**src/rtl/pxs_ball_tracker_pkg.sv**
```systemverilog
// pxs_ball_tracker_pkg: pixel-stream field layout, raster defaults and tracker FSM states.
package pxs_ball_tracker_pkg;
  localparam int XC_HI = 25, XC_LO = 16;
  localparam int YC_HI = 15, YC_LO = 6;
  localparam int RGB_HI = 2, RGB_LO = 0;
  localparam int unsigned PXS_COLS = 640;
  localparam int unsigned PXS_ROWS = 480;
  typedef enum logic [1:0] {WAIT_SOF, ACCUM, REPORT} state_t;
  function automatic logic [9:0] centre(input logic [9:0] lo, input logic [9:0] hi);
    logic [10:0] s;
    s = {1'b0, lo} + {1'b0, hi};
    return s[10:1];
  endfunction
endpackage

```
**src/rtl/pxs_ball_tracker_if.sv**
```systemverilog
// pxs_ball_tracker_if: pixel stream in/out plus the per-frame object report.
interface pxs_ball_tracker_if;
  logic [25:0] RGBStr_i, RGBStr_o;
  logic obj_valid, obj_found, obj_lost;
  logic [9:0] obj_xmin, obj_xmax, obj_ymin, obj_ymax, obj_xc, obj_yc;
  logic [18:0] obj_count;
  logic signed [10:0] obj_vx, obj_vy;
  modport master (output RGBStr_i, input RGBStr_o, obj_valid, obj_found, obj_lost,
                  obj_xmin, obj_xmax, obj_ymin, obj_ymax, obj_xc, obj_yc, obj_count, obj_vx, obj_vy);
  modport slave (input RGBStr_i, output RGBStr_o, obj_valid, obj_found, obj_lost,
                 obj_xmin, obj_xmax, obj_ymin, obj_ymax, obj_xc, obj_yc, obj_count, obj_vx, obj_vy);
endinterface

```
**src/rtl/pxs_bbox_accum.sv**
```systemverilog
// pxs_bbox_accum: per-frame min/max box and saturating match count.
module pxs_bbox_accum (
  input  logic        px_clk,
  input  logic        rst_n,
  input  logic        clear,
  input  logic        init,
  input  logic        match,
  input  logic [9:0]  x,
  input  logic [9:0]  y,
  output logic [9:0]  xmin,
  output logic [9:0]  xmax,
  output logic [9:0]  ymin,
  output logic [9:0]  ymax,
  output logic [18:0] count
);
  logic [9:0] xmin_q, xmin_d, xmax_q, xmax_d, ymin_q, ymin_d, ymax_q, ymax_d;
  logic [9:0] bxmin, bxmax, bymin, bymax;
  logic [18:0] count_q, count_d, bcount;
  // init starts from an empty box so the pixel presented with it is applied on top
  always_comb begin
    bxmin = (clear || init) ? 10'h3FF : xmin_q;
    bxmax = (clear || init) ? 10'h000 : xmax_q;
    bymin = (clear || init) ? 10'h3FF : ymin_q;
    bymax = (clear || init) ? 10'h000 : ymax_q;
    bcount = (clear || init) ? 19'd0 : count_q;
    xmin_d = (match && x < bxmin) ? x : bxmin;
    xmax_d = (match && x > bxmax) ? x : bxmax;
    ymin_d = (match && y < bymin) ? y : bymin;
    ymax_d = (match && y > bymax) ? y : bymax;
    count_d = (match && !(&bcount)) ? bcount + 19'd1 : bcount;
  end
  always_ff @(posedge px_clk or negedge rst_n) begin
    if (!rst_n) begin
      xmin_q <= 10'h3FF;
      xmax_q <= 10'h000;
      ymin_q <= 10'h3FF;
      ymax_q <= 10'h000;
      count_q <= 19'd0;
    end else begin
      xmin_q <= xmin_d;
      xmax_q <= xmax_d;
      ymin_q <= ymin_d;
      ymax_q <= ymax_d;
      count_q <= count_d;
    end
  end
  assign xmin = xmin_q;
  assign xmax = xmax_q;
  assign ymin = ymin_q;
  assign ymax = ymax_q;
  assign count = count_q;
endmodule

```
**src/rtl/pxs_ball_tracker.sv**
```systemverilog
// pxs_ball_tracker: per-frame colour-blob tracker reporting box, centre, count and velocity,
// with optional outline of the last found box drawn onto the passed-through stream.
module pxs_ball_tracker import pxs_ball_tracker_pkg::*; #(
  parameter logic [2:0]  TARGET_RGB  = 3'b101,
  parameter logic [2:0]  BOX_RGB     = 3'b010,
  parameter bit          DRAW_BOX    = 1'b1,
  parameter int unsigned MIN_PIXELS  = 4,
  parameter int unsigned LOST_FRAMES = 8,
  parameter int unsigned VISIBLECOLS = PXS_COLS,
  parameter int unsigned VISIBLEROWS = PXS_ROWS
) (
  input logic px_clk,
  input logic rst_n,
  pxs_ball_tracker_if.slave b
);
  localparam int MW = $clog2(LOST_FRAMES + 1);
  localparam logic [MW-1:0] LOST_C = MW'(LOST_FRAMES);
  localparam logic [18:0] MIN_C = 19'(MIN_PIXELS);
  localparam logic [9:0] COLS_C = 10'(VISIBLECOLS);
  localparam logic [9:0] ROWS_C = 10'(VISIBLEROWS);
  logic [9:0] x, y, nxc, nyc;
  logic [2:0] rgb;
  logic sof, eof, match, rep, found, upd, in_x, in_y, on_box;
  logic acc_init, acc_clear, acc_match;
  logic [9:0] acc_xmin, acc_xmax, acc_ymin, acc_ymax;
  logic [18:0] acc_count;
  state_t state_q, state_d;
  logic valid_q, valid_d, found_q, found_d;
  logic [9:0] xmin_q, xmin_d, xmax_q, xmax_d, ymin_q, ymin_d, ymax_q, ymax_d;
  logic [9:0] xc_q, xc_d, yc_q, yc_d;
  logic [18:0] count_q, count_d;
  logic signed [10:0] vx_q, vx_d, vy_q, vy_d;
  logic [MW-1:0] miss_q, miss_d;
  logic [25:0] out_q, out_d;
  assign x = b.RGBStr_i[XC_HI:XC_LO];
  assign y = b.RGBStr_i[YC_HI:YC_LO];
  assign rgb = b.RGBStr_i[RGB_HI:RGB_LO];
  assign match = (x < COLS_C) && (y < ROWS_C) && (rgb == TARGET_RGB);
  assign sof = (x == 10'd0) && (y == 10'd0);
  assign eof = (x == COLS_C - 10'd1) && (y == ROWS_C - 10'd1);
  always_ff @(posedge px_clk or negedge rst_n) begin
    if (!rst_n) state_q <= WAIT_SOF;
    else state_q <= state_d;
  end
  always_comb begin
    state_d = state_q;
    case (state_q)
      WAIT_SOF: state_d = sof ? ACCUM : WAIT_SOF;
      ACCUM:    state_d = eof ? REPORT : ACCUM;
      default:  state_d = ACCUM;
    endcase
  end
  // a sof pixel restarts the frame from any state, so a restarted stream never mixes frames
  always_comb begin
    acc_init = sof;
    acc_clear = (state_q == WAIT_SOF) && !sof;
    acc_match = match && (sof || state_q == ACCUM);
    rep = state_q == REPORT;
    found = acc_count >= MIN_C;
    upd = rep && found;
    nxc = centre(acc_xmin, acc_xmax);
    nyc = centre(acc_ymin, acc_ymax);
    valid_d = rep;
    found_d = rep ? found : found_q;
    count_d = rep ? acc_count : count_q;
    xmin_d = upd ? acc_xmin : xmin_q;
    xmax_d = upd ? acc_xmax : xmax_q;
    ymin_d = upd ? acc_ymin : ymin_q;
    ymax_d = upd ? acc_ymax : ymax_q;
    xc_d = upd ? nxc : xc_q;
    yc_d = upd ? nyc : yc_q;
    vx_d = upd ? (found_q ? $signed({1'b0, nxc}) - $signed({1'b0, xc_q}) : 11'sd0) : vx_q;
    vy_d = upd ? (found_q ? $signed({1'b0, nyc}) - $signed({1'b0, yc_q}) : 11'sd0) : vy_q;
    miss_d = !rep ? miss_q : found ? '0 : (miss_q >= LOST_C) ? miss_q : miss_q + 1'b1;
    in_x = (x >= xmin_q) && (x <= xmax_q);
    in_y = (y >= ymin_q) && (y <= ymax_q);
    on_box = (in_x && (y == ymin_q || y == ymax_q)) || (in_y && (x == xmin_q || x == xmax_q));
    out_d = b.RGBStr_i;
    out_d[RGB_HI:RGB_LO] = (DRAW_BOX && found_q && on_box) ? BOX_RGB : rgb;
  end
  always_ff @(posedge px_clk or negedge rst_n) begin
    if (!rst_n) begin
      valid_q <= 1'b0;
      found_q <= 1'b0;
      count_q <= '0;
      xmin_q <= '0;
      xmax_q <= '0;
      ymin_q <= '0;
      ymax_q <= '0;
      xc_q <= '0;
      yc_q <= '0;
      vx_q <= '0;
      vy_q <= '0;
      miss_q <= '0;
      out_q <= '0;
    end else begin
      valid_q <= valid_d;
      found_q <= found_d;
      count_q <= count_d;
      xmin_q <= xmin_d;
      xmax_q <= xmax_d;
      ymin_q <= ymin_d;
      ymax_q <= ymax_d;
      xc_q <= xc_d;
      yc_q <= yc_d;
      vx_q <= vx_d;
      vy_q <= vy_d;
      miss_q <= miss_d;
      out_q <= out_d;
    end
  end
  pxs_bbox_accum u_accum (
    .px_clk(px_clk), .rst_n(rst_n), .clear(acc_clear), .init(acc_init), .match(acc_match),
    .x(x), .y(y), .xmin(acc_xmin), .xmax(acc_xmax), .ymin(acc_ymin), .ymax(acc_ymax),
    .count(acc_count)
  );
  assign b.RGBStr_o = out_q;
  assign b.obj_valid = valid_q;
  assign b.obj_found = found_q;
  assign b.obj_count = count_q;
  assign b.obj_xmin = xmin_q;
  assign b.obj_xmax = xmax_q;
  assign b.obj_ymin = ymin_q;
  assign b.obj_ymax = ymax_q;
  assign b.obj_xc = xc_q;
  assign b.obj_yc = yc_q;
  assign b.obj_vx = vx_q;
  assign b.obj_vy = vy_q;
  assign b.obj_lost = miss_q >= LOST_C;
endmodule

```
**src/flat_wrapper.sv**
```systemverilog
// flat-port wrapper written by rule: the top's interface ports become plain ports
module pxs_ball_tracker_flat import pxs_ball_tracker_pkg::*;
#(
  parameter logic [2:0]  TARGET_RGB  = 3'b101,
  parameter logic [2:0]  BOX_RGB     = 3'b010,
  parameter bit          DRAW_BOX    = 1'b1,
  parameter int unsigned MIN_PIXELS  = 4,
  parameter int unsigned LOST_FRAMES = 8,
  parameter int unsigned VISIBLECOLS = PXS_COLS,
  parameter int unsigned VISIBLEROWS = PXS_ROWS
)
  (px_clk, rst_n, b_RGBStr_i, b_RGBStr_o, b_obj_valid, b_obj_found, b_obj_lost, b_obj_xmin, b_obj_xmax, b_obj_ymin, b_obj_ymax, b_obj_xc, b_obj_yc, b_obj_count, b_obj_vx, b_obj_vy);
  pxs_ball_tracker_if b_i ();
  input logic px_clk;
  input logic rst_n;
  input wire logic [$bits(b_i.RGBStr_i)-1:0] b_RGBStr_i;
  output wire logic [$bits(b_i.RGBStr_o)-1:0] b_RGBStr_o;
  output wire logic [$bits(b_i.obj_valid)-1:0] b_obj_valid;
  output wire logic [$bits(b_i.obj_found)-1:0] b_obj_found;
  output wire logic [$bits(b_i.obj_lost)-1:0] b_obj_lost;
  output wire logic [$bits(b_i.obj_xmin)-1:0] b_obj_xmin;
  output wire logic [$bits(b_i.obj_xmax)-1:0] b_obj_xmax;
  output wire logic [$bits(b_i.obj_ymin)-1:0] b_obj_ymin;
  output wire logic [$bits(b_i.obj_ymax)-1:0] b_obj_ymax;
  output wire logic [$bits(b_i.obj_xc)-1:0] b_obj_xc;
  output wire logic [$bits(b_i.obj_yc)-1:0] b_obj_yc;
  output wire logic [$bits(b_i.obj_count)-1:0] b_obj_count;
  output wire logic [$bits(b_i.obj_vx)-1:0] b_obj_vx;
  output wire logic [$bits(b_i.obj_vy)-1:0] b_obj_vy;
  assign b_i.RGBStr_i = b_RGBStr_i;
  assign b_RGBStr_o = b_i.RGBStr_o;
  assign b_obj_valid = b_i.obj_valid;
  assign b_obj_found = b_i.obj_found;
  assign b_obj_lost = b_i.obj_lost;
  assign b_obj_xmin = b_i.obj_xmin;
  assign b_obj_xmax = b_i.obj_xmax;
  assign b_obj_ymin = b_i.obj_ymin;
  assign b_obj_ymax = b_i.obj_ymax;
  assign b_obj_xc = b_i.obj_xc;
  assign b_obj_yc = b_i.obj_yc;
  assign b_obj_count = b_i.obj_count;
  assign b_obj_vx = b_i.obj_vx;
  assign b_obj_vy = b_i.obj_vy;
  pxs_ball_tracker #(.TARGET_RGB(TARGET_RGB), .BOX_RGB(BOX_RGB), .DRAW_BOX(DRAW_BOX), .MIN_PIXELS(MIN_PIXELS), .LOST_FRAMES(LOST_FRAMES), .VISIBLECOLS(VISIBLECOLS), .VISIBLEROWS(VISIBLEROWS)) u_core (.px_clk(px_clk), .rst_n(rst_n), .b(b_i));
endmodule
```
**config.mk**
```make
export PLATFORM = sky130hd
export DESIGN_NAME = pxs_ball_tracker_flat
export DESIGN_NICKNAME = d
export VERILOG_FILES = /design/src/rtl/pxs_ball_tracker_pkg.sv /design/src/rtl/pxs_ball_tracker_if.sv /design/src/rtl/pxs_bbox_accum.sv /design/src/rtl/pxs_ball_tracker.sv /design/src/flat_wrapper.sv
export SDC_FILE = /design/constraint.sdc
export NUM_CORES = 1
export LEC_CHECK = 0
export BUFFER_PORTS_ARGS = -buffer_cell sky130_fd_sc_hd__clkbuf_2
export CORE_MARGIN = 2
export CORE_UTILIZATION = 55
export CTS_CLUSTER_DIAMETER = 100
export DETAILED_ROUTE_END_ITERATION = 8
export GPL_TIMING_DRIVEN = 1
export PLACE_DENSITY = 0.86
export SLEW_MARGIN = 20
export SYNTH_ARGS = -nofsm -noshare
export SYNTH_HDL_FRONTEND = slang
export SYNTH_SLANG_ARGS = --single-unit
```
**constraint.sdc**
```tcl
create_clock -name px_clk -period 3.8 [get_ports px_clk]
set_clock_uncertainty 0.1 [all_clocks]
set_input_delay 0.76 -clock px_clk [delete_from_list [all_inputs] [get_ports px_clk]]
set_output_delay 0.76 -clock px_clk [all_outputs]
set_load 0.01 [all_outputs]
```
## Word-level counts from Yosys, hierarchy flattened

Index checks and enable logic that the tools add are counted.

- Register bits after elaboration: 194
- Bits of input ports: 28
- Output and inout port bits: 130
- Word-level logic and storage cells: 94

- Add/sub/neg operators: 6
- $lt $le $gt $ge: 12
- Equal/unequal tests: 10
- Mux-type cells: 18
- Reduce and logical (&&, ||, !) cells: 29

Operator list:

| operator | count |
|---|---|
| 2-to-1 mux 10 bit | 8 |
| equality test 10 bit | 4 |
| 2-to-1 mux 19 bit | 2 |
| adder 10 x 10 -> 11 bit | 2 |
| 2-to-1 mux 11 bit | 2 |
| subtractor 10 x 10 -> 11 bit | 2 |
| greater-or-equal comparator 10 bit | 2 |
| > comparator 10 bit | 2 |
| <= comparator 10 bit | 2 |
| logical NOT 10 bit | 2 |
| < comparator 10 bit | 2 |
| adder 19 x 1 -> 19 bit, second input constant | 1 |
| greater-or-equal comparator 19 x 3 -> 1 bit, second input constant | 1 |
| AND reduction 19 bit | 1 |
| logical AND 1 bit | 17 |
| equality test 10 bit, second input constant | 1 |
| equality test 10 x 9 -> 1 bit, second input constant | 1 |
| < comparator 10 bit, second input constant | 1 |
| < comparator 10 x 9 -> 1 bit, second input constant | 1 |
| 2-to-1 mux 4 bit | 2 |
| logical OR 1 bit | 5 |
| adder 4 x 1 -> 4 bit, second input constant | 1 |
| greater-or-equal comparator 4 bit, second input constant | 1 |
| one-hot mux 2 bit (2 select lines) | 1 |
| 10 further kinds | 11 |

## Depth between registers and ports, before layout

- Depth in word-level cells: 10
- Mapped depth: 14
- Mapped depth without buffers: 14

## Hierarchy

From an unflattened synthesis, not the netlist that was laid out.

- Cell total of the unflattened synthesis: 1,194
- Area total of the unflattened synthesis: 11,333.4 µm²

By module, submodules not included:

| module | instances | cells an instance | area each (µm²) | seq. area each (µm²) |
|---|---|---|---|---|
| pxs_ball_tracker | 1 | 827 | 7,719.9 | 3,378.2 |
| pxs_bbox_accum | 1 | 367 | 3,613.5 | 1,501.4 |

## Worst setup path after synthesis

Ideal clock, no wire load.

- Path kind: input -> register
- Start point: input port b_RGBStr_i[12]
- End point: register u_core.u_accum.ymax_q[0], in the netlist u_core.u_accum.ymax[0]
- Setup time: 0.128 ns
- Data arrival time: 3.330 ns
- Required time: 3.572 ns
- Setup slack: 0.243 ns
- Cell stages on the path: 14
- Buffers on the path: 3
- Path through: nor3_1 -> nand4_4 -> o21a_1 -> clkbuf_1 -> clkbuf_1 -> nand2_1 -> ha_1 -> nor2b_1 -> o21a_1 -> o21ai_0 -> a21o_1 -> a2111oi_2 -> buf_4 -> mux2_1

- Word-level cells in the longest chain between the ends: 9
- Elaborated cells between the ends (all ways): 14
- Classes of those cells: order compare: 2; mux: 2; reduce/logical: 10

RTL lines:

| element | line | RTL |
|---|---|---|
| start, declared | flat_wrapper.sv:16 | `input wire logic [$bits(b_i.RGBStr_i)-1:0] b_RGBStr_i;` |
| logical NOT 10 bit | pxs_ball_tracker.sv:39 | `assign sof = (x == 10'd0) && (y == 10'd0);` |
| logical AND 1 bit | pxs_ball_tracker.sv:39 |  |
| logical NOT 1 bit | pxs_ball_tracker.sv:56 | `acc_clear = (state_q == WAIT_SOF) && !sof;` |
| logical AND 1 bit | pxs_ball_tracker.sv:56 |  |
| logical OR 1 bit | pxs_bbox_accum.sv:24 | `bymax = (clear \|\| init) ? 10'h000 : ymax_q;` |
| 2-to-1 mux 10 bit | pxs_bbox_accum.sv:24 |  |
| > comparator 10 bit | pxs_bbox_accum.sv:29 | `ymax_d = (match && y > bymax) ? y : bymax;` |
| logical AND 1 bit | pxs_bbox_accum.sv:29 |  |
| 2-to-1 mux 10 bit (*) | pxs_bbox_accum.sv:29 |  |
| net u_core.u_accum.ymax_d[0] | pxs_bbox_accum.sv:16 | `logic [9:0] xmin_q, xmin_d, xmax_q, xmax_d, ymin_q, ymin_d, ymax_q, ymax_d;` |
| end signal, assigned | pxs_bbox_accum.sv:43 | `ymax_q <= ymax_d;` |
| end, declared | pxs_bbox_accum.sv:16 |  |

Mark *: on every way through the listed nets, which the timed path passes. The rest lies on a longest branch.
A chain may end at the register's enable or synchronous reset.

## Worst setup path after layout

- Start point: input port b_RGBStr_i[6]
- End point: register u_core.u_accum.ymin_q[8], in the netlist u_core.u_accum.ymin[8]

- Word-level cells in the longest chain between the ends: 9
- Elaborated cells between the ends (all ways): 14
- Classes of those cells: order compare: 2; mux: 2; reduce/logical: 10

RTL lines:

| element | line | RTL |
|---|---|---|
| logical NOT 10 bit | pxs_ball_tracker.sv:39 |  |
| logical AND 1 bit | pxs_ball_tracker.sv:39 |  |
| logical NOT 1 bit | pxs_ball_tracker.sv:56 |  |
| logical AND 1 bit | pxs_ball_tracker.sv:56 |  |
| logical OR 1 bit | pxs_bbox_accum.sv:23 | `bymin = (clear \|\| init) ? 10'h3FF : ymin_q;` |
| 2-to-1 mux 10 bit | pxs_bbox_accum.sv:23 |  |
| < comparator 10 bit | pxs_bbox_accum.sv:28 | `ymin_d = (match && y < bymin) ? y : bymin;` |
| logical AND 1 bit | pxs_bbox_accum.sv:28 |  |
| 2-to-1 mux 10 bit (*) | pxs_bbox_accum.sv:28 |  |
| net u_core.u_accum.ymin_d[8] | pxs_bbox_accum.sv:16 |  |
| end signal, assigned | pxs_bbox_accum.sv:42 | `ymin_q <= ymin_d;` |
| end, declared | pxs_bbox_accum.sv:16 |  |

Marks and branches as above.

==> metrics.cfg <==
[status]
status = complete, no violations

[worst_setup_path]
crit_path_cell_trace = clkbuf_2 > nor4_4 > nand4_4 > o21ai_2 > buf_4 > nor2_1 > ha_1 > nand2_1 > nor3_1 > a221oi_1 > nand4_1 > a31o_1 > mux2i_1
cp.arrival_ps = 3860
slowest_delay_ps = 470
worstPathBufferInverterCount = 2
path_class = primary input to flop
end_kind = flop
reg2reg_depth = 12
cp_num_cells = 13
cp_slowest_cell = nor4_4
cp-start-kind = primary input
critPathTopFamily = simple AND/OR/NAND/NOR gates
worstPathRequired_ps = 4060
crit_path_max_fanout = 10

[floorplanning]
row_count = 52
coreArea_um2 = 20100
floorplan.die_area_um2 = 21500
io_pins = 158
die_x_um = 147
die_h_um = 147
initial_utilization = 0.557

[cts]
cts_buffers = 17
ctsHoldBuffers = 0
clk_latency_ps = 450
clkSinkCount = 194
cts_root_buffer = clkbuf_16
htreeDepth = 4
clk_path_buf_depth = 2
cts_tree = done
path_clk_slew_ps = 70

[grt]
grt_overflow = 0
grt_start_max_net_pins = 71
grtUsageTotal = 0.291
antenna_found_initial = 0
grt_pass1_wl_mm = 49.1
first_global_vias = 9524

[timing]
slew-limit-headroom = 0.435
worst_pin_slew_ps = 847
hold_viol = 0
fmax_mhz = 278
fin_crit_ps = 3600
finalCritPeriodShare = 0.947
rsz0062_at_grt = false
whs_ps = 196
setup_viol = 0
slew_violations = 0

[pwr]
clockPowerShare = 0.439
power_frac_seq = 0.500
p_per_area_nw_per_um2 = 316
p_leak_nw = 6.32
p_switching_mw = 1.06
ir_drop_v = 0.000318
combPwrFrac = 0.060
internal_power_mw = 3.11
netSwitchingFraction = 0.253

[synth]
async_flop_share = 1.00
synthMuxAreaShare = 0.0464
synthAdderAreaFrac = 0.140
netlist_top_cells_count = nand2_1 (176), dfrtp_1 (174), ha_1 (119)
synth_largest_area_cell = dfrtp_1
synth_area_leaders = dfrtp_1 (39%), ha_1 (13%), nand2_1 (5.9%), dfstp_2 (4.7%), inv_1 (3.4%)
ys_warn_count = 0
ys_seq_area_frac = 0.436
ys_ff_latch = 194
synthMostInstantiatedCell = nand2_1
synth_compound_gate_area_share = 0.141
netlist_instances = 1159
syn_area_um2 = 11200
synthFlopType = dfrtp_1
post_synth.cell_area_avg_um2 = 9.66
synth.net_count = 1310
ys_types = 74
synthSimpleGateAreaFrac = 0.168
synth_top_family_by_area = simple AND/OR/NAND/NOR gates
yosysTopAreaCellShare = 0.389
synth-edff-count = 0
synthXorXnorAreaFrac = 0.0196

[finish]
layout-area-overhead-vs-synth_pct = 17.5
finalCoreUtilization = 0.655
fin_area_um2 = 13200
n_antenna_cell = 0
nets = 1500
drive_gt1_frac = 0.205

[detailed_routing]
totalWireLength_mm = 30.7
dr_wl_met2_mm = 14.4
top_layer = met4
routed-wl-met3_mm = 2.50
drt_iter0_markers = 604
route.antenna.remaining_nets = 0
wl_met1_mm = 12.7
wire_per_inst_um = 18.8
first_pass_iters = 5
route.detailed.drc = 0
vias = 9613
vias_per_cell = 5.89

[place]
gp_congestion = 0.997
numPortBuffers = 157
dpl.hpwl_mm = 23.0
placed_area_um2 = 12600

[run]
maxCapViolCount = 0

[hold_path]
hold_class = primary input to asynchronous set/reset pin

power by group through the flow:
stage	combinational [mW]	clock, mW	sequential (mW)
after CTS	0.252	1.85	2.08
after detailed placement	0.249	0	2.12
after global placement	0.241	0	2.12
after floorplan	0.0840	0	2.13
after global routing	0.279	1.93	2.08
final	0.252	1.83	2.08
layer usage:
metal  vias up  GRT usage
met1      4657      0.385
met5         -          0
met3        84     0.0644
met4         0      0.118
li1       4465          -
met2       407      0.465
logic make-up after synthesis:
group,after synthesis
xor gates and xnor gates,25
muxes,50
buffers and inverters,137
AOI/OAI and AO/OA,245
adders and majority gates,123
and+or+nand+nor,385
DFF,194
layout make-up:
class                   instances  area (um^2)
clock buffers                  18          429
inverters                     101          379
clock inverters                14          163
well taps                     270          338
fillers                      1549         6950
repair buffers                207         1190
multi-input cells             828         5780
flip-flops and latches        194         4880
cells in the final DEF, fill, tap and decap left out, types with 19 or more instances in the layout:
cell type	instances
nand2_1	176
dfrtp_1	174
clkbuf_2	156
ha_1	119
inv_1	100
o21ai_0	58
nor2_1	58
a21oi_1	49
buf_4	48
mux2i_1	35
o21ai_1	34
nand4_1	27
nor3_1	22
dfstp_2	20
xnor2_1	19
or3_1	19
registers in the layout (all words and copies together), names as in the netlist:
signal and cells:
u_core.b.obj_vx 11, u_core.b.obj_ymax 10, u_core.b.RGBStr_o 26, u_core.b.obj_valid 1, u_core.b.obj_xc 10, u_core.state_q 2
u_core.b.obj_ymin 10, u_core.b.obj_count 19, u_core.u_accum.ymax 10, u_core.b.obj_xmax 10, u_core.b.obj_found 1, u_core.b.obj_xmin 10
u_core.u_accum.xmin 10, u_core.u_accum.ymin 10, u_core.u_accum.xmax 10, u_core.miss_q 4, u_core.b.obj_yc 10, u_core.b.obj_vy 11
u_core.u_accum.count 19
repair_timing:
action / in CTS / in global routing
buffers inserted: 0 / 0
resized for setup: 0 / 1
setup endpoints to repair: 0 / 1
per-stage QoR:
step | TNS [ps] | setup WS, ps | instances | power, mW
after floorplan | 0 | 243 | 1159 | 2.21
after global placement | -43.7 | -17.4 | 1600 | 2.36
after detailed placement | -3020 | -151 | 1600 | 2.37
after CTS | 0 | 242 | 1632 | 4.18
after global routing | 0 | 38.7 | 1632 | 4.29
final | 0 | 201 | 1632 | 4.16
final timing paths:
| kind | start | slack (ps) | endpoint |
|---|---|---|---|
| max in group asynchronous | rst_n | 2480 | u_core.u_accum.ymin[6]$_DFF_PN1_ |
| worst min register to register | u_core.b.obj_vy[5]$_DFFE_PN0P_ | 380 | u_core.b.obj_vy[5]$_DFFE_PN0P_ |
| min in group px_clk | b_RGBStr_i[3] | 320 | u_core.b.RGBStr_o[3]$_DFF_PN0_ |
| worst max-delay path | b_RGBStr_i[6] | 200 | u_core.u_accum.ymin[8]$_DFF_PN1_ |
| worst min-delay path | rst_n | 200 | u_core.b.obj_yc[9]$_DFFE_PN0P_ |
| worst max register to register | u_core.u_accum.ymin[1]$_DFF_PN1_ | 280 | u_core.b.obj_vy[8]$_DFFE_PN0P_ |
Note: power is estimated with default switching activity, not from simulation.
